[config.mk]
export PLATFORM = sky130hd
export DESIGN_NAME = clock_adjust_controller
export DESIGN_NICKNAME = d
export VERILOG_FILES = /design/src/rtl/clock_adjust_controller.sv
export SDC_FILE = /design/constraint.sdc
export NUM_CORES = 1
export LEC_CHECK = 0
export CORE_AREA = 2 2 54 56
export CTS_CLUSTER_SIZE = 25
export DETAILED_ROUTE_END_ITERATION = 7
export DIE_AREA = 0 0 56 58
export PLACE_DENSITY = 0.75
export SYNTH_ARGS = -nofsm -noshare
export SYNTH_HDL_FRONTEND = slang
export SYNTH_SLANG_ARGS = --single-unit
[constraint.sdc]
create_clock -name clk_out -period 2.1 [get_ports clk_out]
set_clock_uncertainty 0.05 [all_clocks]
set_input_delay 0.315 -clock clk_out [delete_from_list [all_inputs] [get_ports clk_out]]
set_output_delay 0.315 -clock clk_out [all_outputs]
set_load 0.02 [all_outputs]
[src/rtl/clock_adjust_controller.sv]
// -----------------------------------------------------------------------------
// clock_adjust_controller
//
// Mode/adjust sequencer sitting between the raw push-buttons and the
// seconds-minutes-hours time counter. It shares the counter's clock.
//
//   RUN     : the counter runs freely (en=1), up/down buttons are ignored.
//   ADJ_MIN : the counter is frozen, up/down presses step minutes via en1.
//   ADJ_HR  : the counter is frozen, up/down presses step hours via en2.
//
// Holding a step button auto-repeats: the first repeat comes HOLD_CYCLES
// cycles after the initial step, then one every REPEAT_CYCLES cycles.
// Sitting in an adjust mode with nothing pressed for IDLE_TIMEOUT cycles
// drops back to RUN.
//
// Ports
//   clk_out  in   system clock (same as the time counter)
//   reset    in   asynchronous, active-low reset
//   btn_mode in   raw mode button, asynchronous, active-high
//   btn_up   in   raw increment button, asynchronous, active-high
//   btn_down in   raw decrement button, asynchronous, active-high
//   en       out  counter run enable, 1 only in RUN
//   en1      out  one-cycle minutes step pulse (ADJ_MIN only)
//   en2      out  one-cycle hours step pulse (ADJ_HR only)
//   up_down  out  step direction, 1 = up, 0 = down
//   mode     out  current state: 00 RUN, 01 ADJ_MIN, 10 ADJ_HR
// -----------------------------------------------------------------------------
module clock_adjust_controller #(
  parameter int HOLD_CYCLES   = 16,
  parameter int REPEAT_CYCLES = 4,
  parameter int IDLE_TIMEOUT  = 64
) (
  input  logic       clk_out,
  input  logic       reset,
  input  logic       btn_mode,
  input  logic       btn_up,
  input  logic       btn_down,
  output logic       en,
  output logic       en1,
  output logic       en2,
  output logic       up_down,
  output logic [1:0] mode
);

  localparam int MAX_CNT = (HOLD_CYCLES > IDLE_TIMEOUT) ? HOLD_CYCLES : IDLE_TIMEOUT;
  localparam int CW      = $clog2(MAX_CNT + 1);

  localparam logic [CW-1:0] HOLD_LAST     = CW'(HOLD_CYCLES - 1);
  localparam logic [CW-1:0] REPEAT_RELOAD = CW'(HOLD_CYCLES - REPEAT_CYCLES);
  localparam logic [CW-1:0] IDLE_LAST     = CW'(IDLE_TIMEOUT - 1);

  localparam logic [1:0] ST_RUN     = 2'b00;
  localparam logic [1:0] ST_ADJ_MIN = 2'b01;
  localparam logic [1:0] ST_ADJ_HR  = 2'b10;

  // Button vectors are ordered {down, up, mode}.
  logic [2:0]    sync1_q, sync1_d;
  logic [2:0]    sync2_q, sync2_d;
  logic [2:0]    prev_q, prev_d;

  logic [1:0]    state_q, state_d;
  logic          en_q, en_d;
  logic          en1_q, en1_d;
  logic          en2_q, en2_d;
  logic          up_down_q, up_down_d;

  logic          hold_act_q, hold_act_d;
  logic          hold_dir_q, hold_dir_d;
  logic [CW-1:0] hold_cnt_q, hold_cnt_d;
  logic [CW-1:0] idle_cnt_q, idle_cnt_d;

  logic [2:0]    rise;
  logic          mode_s, up_s, dn_s, any_s;
  logic          in_adj, timeout;
  logic          step_up_req, step_dn_req;
  logic          held_same;
  logic          pulse;
  logic          pulse_dir;

  // Two-flop synchronizer followed by a previous-value flop for edge detect.
  always_comb begin
    sync1_d = {btn_down, btn_up, btn_mode};
    sync2_d = sync1_q;
    prev_d  = sync2_q;
  end

  // Conditioned button levels and the decisions derived from them.
  always_comb begin
    mode_s = sync2_q[0];
    up_s   = sync2_q[1];
    dn_s   = sync2_q[2];
    any_s  = |sync2_q;
    rise   = sync2_q & ~prev_q;

    in_adj  = (state_q != ST_RUN);
    timeout = in_adj && (idle_cnt_q == IDLE_LAST);

    // A rise only counts as a step when the opposite button is not also high;
    // this covers both simultaneous rises and one button already being held.
    step_up_req = rise[1] & ~dn_s;
    step_dn_req = rise[2] & ~up_s;

    // Auto-repeat keeps going only while the original button alone is held.
    held_same = hold_dir_q ? (up_s & ~dn_s) : (dn_s & ~up_s);
  end

  // Next-state, step pulse, hold counter and idle counter.
  always_comb begin
    state_d    = state_q;
    up_down_d  = up_down_q;
    hold_act_d = hold_act_q;
    hold_dir_d = hold_dir_q;
    hold_cnt_d = hold_cnt_q;
    idle_cnt_d = idle_cnt_q;
    pulse      = 1'b0;
    pulse_dir  = 1'b1;

    // Timeout has priority over a mode press; an illegal state recovers to RUN.
    if (timeout) begin
      state_d = ST_RUN;
    end else if (rise[0]) begin
      case (state_q)
        ST_RUN:     state_d = ST_ADJ_MIN;
        ST_ADJ_MIN: state_d = ST_ADJ_HR;
        default:    state_d = ST_RUN;
      endcase
    end else if (state_q == 2'b11) begin
      state_d = ST_RUN;
    end

    // Steps only happen in an adjust mode on a cycle with no mode change
    // and no timeout; anything else drops the auto-repeat.
    if (in_adj && !timeout && !rise[0] && state_q != 2'b11) begin
      if (step_up_req || step_dn_req) begin
        pulse      = 1'b1;
        pulse_dir  = step_up_req;
        hold_act_d = 1'b1;
        hold_dir_d = step_up_req;
        hold_cnt_d = '0;
      end else if (hold_act_q) begin
        if (!held_same) begin
          hold_act_d = 1'b0;
          hold_cnt_d = '0;
        end else if (hold_cnt_q == HOLD_LAST) begin
          // Reloading to HOLD-REPEAT makes later repeats REPEAT_CYCLES apart.
          pulse      = 1'b1;
          pulse_dir  = hold_dir_q;
          hold_cnt_d = REPEAT_RELOAD;
        end else begin
          hold_cnt_d = hold_cnt_q + CW'(1);
        end
      end
    end else begin
      hold_act_d = 1'b0;
      hold_cnt_d = '0;
    end

    if (pulse) begin
      up_down_d = pulse_dir;
    end

    // Direction defaults back to up whenever the counter is running.
    if (state_d == ST_RUN) begin
      up_down_d = 1'b1;
    end

    // Idle counter only advances in adjust modes with every button released.
    if (!in_adj || state_d == ST_RUN || any_s) begin
      idle_cnt_d = '0;
    end else if (idle_cnt_q != IDLE_LAST) begin
      idle_cnt_d = idle_cnt_q + CW'(1);
    end

    en_d  = (state_d == ST_RUN);
    en1_d = pulse && (state_q == ST_ADJ_MIN);
    en2_d = pulse && (state_q == ST_ADJ_HR);
  end

  // All state and outputs are registered; reset forces RUN immediately.
  always_ff @(posedge clk_out or negedge reset) begin
    if (!reset) begin
      sync1_q    <= '0;
      sync2_q    <= '0;
      prev_q     <= '0;
      state_q    <= ST_RUN;
      en_q       <= 1'b1;
      en1_q      <= 1'b0;
      en2_q      <= 1'b0;
      up_down_q  <= 1'b1;
      hold_act_q <= 1'b0;
      hold_dir_q <= 1'b1;
      hold_cnt_q <= '0;
      idle_cnt_q <= '0;
    end else begin
      sync1_q    <= sync1_d;
      sync2_q    <= sync2_d;
      prev_q     <= prev_d;
      state_q    <= state_d;
      en_q       <= en_d;
      en1_q      <= en1_d;
      en2_q      <= en2_d;
      up_down_q  <= up_down_d;
      hold_act_q <= hold_act_d;
      hold_dir_q <= hold_dir_d;
      hold_cnt_q <= hold_cnt_d;
      idle_cnt_q <= idle_cnt_d;
    end
  end

  assign en      = en_q;
  assign en1     = en1_q;
  assign en2     = en2_q;
  assign up_down = up_down_q;
  assign mode    = state_q;

endmodule

==> run summary <==
status: finished, final reports clean
Main synth FF type: dfrtp_1
Yosys top cell by area: dfrtp_1
CP max FO: 4
number of I/O pins: 11
final setup vio count: 0
clock group share of total power: 29.6%
Worst-Skew Late Latency: 0.33 ns
share of cells above drive strength 1: 20.53%
Final period util: 95.87%
largest net degree at the start of global routing: 32
WL/cell: 14.29 um
Post-synth ARST share: 100.0%
Int Pwr: 1.142 mW
startpoint class of the critical path: flop
vias in the first global route: 1026
Psw: 493.1 uW
share of the synthesized area in the top cell type: 48.61%
Cells after DPL: 170
sequential power share: 43.5%
num rows: 19
Synth top cells by count: dfrtp_1 (28), nor2_1 (12), nand2_1 (11)
Die Y-Extent: 58 um
Post-Syn Nets: 136
count leader, synth: dfrtp_1
Via Count: 1052
die width: 56 um
Final Power: 1.635 mW
Layout Cells excl Fill: 182
clock transition at the registers of the reported paths: 0.11 ns
pre-CTS WS: 0.01805 ns
max-slew violations: 0
initial antenna violation count: 0
initial drt markers: 40
HPWL after detailed placement: 1740 um
maximum root-to-sink buffer count: 2
grt ovf: 0
post-synthesis sequential area ratio: 54.08%
Hold Crit Class: flop to flop
arrival time at the worst endpoint: 2.21 ns
Num Clock Sinks: 31
Port Buffer Count: 10
die footprint: 0.003248 mm2
Sw Share: 30.16%
Layout Nets: 157
PwrDens: 951.8 mW/mm2
first-pass GRT wire length: 4409 um
CTS tree: built
Logic pwr share: 26.9%
top cells by area, synth: dfrtp_1 (49%), dfstp_2 (5.5%), nor2_1 (3.1%)
Cell variety after synth: 42
post-route antenna net violation count: 0
residual DRC count: 0
Max Clk Rate: 496.7 MHz
core area: 0.002663 mm2
Num CTS Buffers: 5
RSZ-0062 raised after global routing: no
first-pass iteration count of the detailed router: 4
Worst Max-Slew Pin Slew: 0.4246 ns
Max rail drop VDD: 811.2 uV
H-tree depth: 2
WS Path Type: flop to flop
Max-slew headroom: 71.48%
Final Hold Vio Count: 0
P_leak: 0.7509 nW
CP Data Required Time: 2.29 ns
Routability Congestion: 0.8445
YS warnings: 0
Crit. End Element: flop
post-route setup slack: 0.08666 ns
Mapped Area: 0.001441 mm2
minimum hold slack: 0.3039 ns
Root Driver: clkbuf_4
synthesis-to-layout area growth: 19.18%
Tmin final: 2.013 ns
initial core utilization: 54.14%
Max-Cap Viols: 0
vias per inst: 5.780
Post-synth EDFFs: 0
number of synthesized register bits: 31
Avg Inst Size Synth: 11.17 um2
GRT Total Usage: 18.09%
drt total wl: 2600 um
Setup Total Neg Slack: 0 ns
Syn Inst Count: 129
filler cell count: 211
antenna cell count: 0
==> routing by layer <==
layer,part of all wire [%],wire length [um],up-vias,GRT usage [%]
li1,-,-,512,-
met1,46,1198,516,20.06
met2,48,1253,19,29.92
met3,3.7,97,5,6.473
met4,2.0,51,0,11.22
met5,0,0,-,0
==> area by class of cell <==
cell class	instances	area, um2	area share, %
flip-flops and latches	31	779.5	45.38
multi-input cells	93	649.4	37.80
repair buffers	18	160.2	9.323
clock buffers	6	51.30	2.986
well taps	31	38.79	2.258
clock inverters	2	35.03	2.039
inverters	1	3.754	0.2185
==> flip-flops by register name, indices dropped and copies added, names as in the netlist <==
signal      count
hold_cnt_q      7
idle_cnt_q      7
prev_d          3
prev_q          3
sync1_q         3
mode            2
en              1
en1             1
en2             1
hold_act_q      1
hold_dir_q      1
up_down         1
==> path summary, 6_finish.rpt <==
kind / from / endpoint / slack [ns] / depth (start not counted)
max in group asynchronous: reset / hold_dir_q$_DFFE_PN1P_ / 1.35 / 2
worst max-delay path: hold_cnt_q[0]$_DFFE_PN0P_ / up_down$_DFFE_PN1P_ / 0.09 / 6
worst max register to register: hold_cnt_q[0]$_DFFE_PN0P_ / up_down$_DFFE_PN1P_ / 0.09 / 6
worst min-delay path: sync1_q[1]$_DFF_PN0_ / prev_d[1]$_DFF_PN0_ / 0.30 / 0
worst min register to register: sync1_q[1]$_DFF_PN0_ / prev_d[1]$_DFF_PN0_ / 0.30 / 0
min in group asynchronous: reset / hold_cnt_q[4]$_DFFE_PN0P_ / 0.31 / 2
==> cells by family (layout without fill, tap and decap cells) <==
kind of cell	after synthesis	count (layout)	synth area share, %
and+or+nand+nor	59	60	23.87
DFF	31	31	54.08
xor gates and xnor gates	3	3	2.344
buffers and inverters	6	27	2.690
adders and majority gates	2	2	1.736
AOI/OAI and AO/OA	26	26	13.80
muxes	2	2	1.476
==> timing repair <==
| action | 4_1_cts | 5_1_grt |
|---|---|---|
| gates resized for setup | 1 | 3 |
| buffers inserted | 0 | 3 |
| endpoints found under the setup margin | 2 | 7 |
| pin swaps | 0 | 2 |
| gates cloned | 0 | 1 |
| hold buffers | 0 | 0 |
==> critical path, stage by stage (launching register included) <==
cell     delay (ns)
dfrtp_1        0.41
ha_2           0.21
nand3_1        0.12
or4_4          0.46
or3b_1         0.39
a21oi_1        0.20
mux2i_1        0.09
==> power groups by stage <==
stage | clock network [mW] | registers [mW] | logic [mW]
3_3_place_gp | 0 | 0.718 | 0.370
4_1_cts | 0.496 | 0.710 | 0.388
3_5_place_dp | 0 | 0.722 | 0.378
5_1_grt | 0.520 | 0.721 | 0.473
2_1_floorplan | 0 | 0.748 | 0.241
6_report | 0.484 | 0.711 | 0.440
==> cell usage in the layout (no fill, tap or decap), types with 2 or more instances in the layout <==
cell type,count
nand3_1,4
o21ai_0,4
nor4bb_1,2
nand2_1,11
clkbuf_4,5
dfstp_2,3
nor3b_1,2
o22a_1,2
xor2_1,2
a221o_1,2
buf_4,8
nor3b_4,2
nor3_1,6
dfrtp_1,28
clkdlybuf4s50_1,10
or3_1,2
and3_1,3
nor2_1,12
a21oi_1,6
a31oi_1,5
nand2b_1,4
nor2b_1,3
==> stage by stage <==
stage / util, % / instance area (um2)
CTS: 62.78 / 1672
floorplan: - / 1441
finish: 64.52 / 1718
detailed placement: 59.45 / 1583
global placement: 59.45 / 1583
global route: 64.52 / 1718
Note: power is estimated with default switching activity, not from simulation.
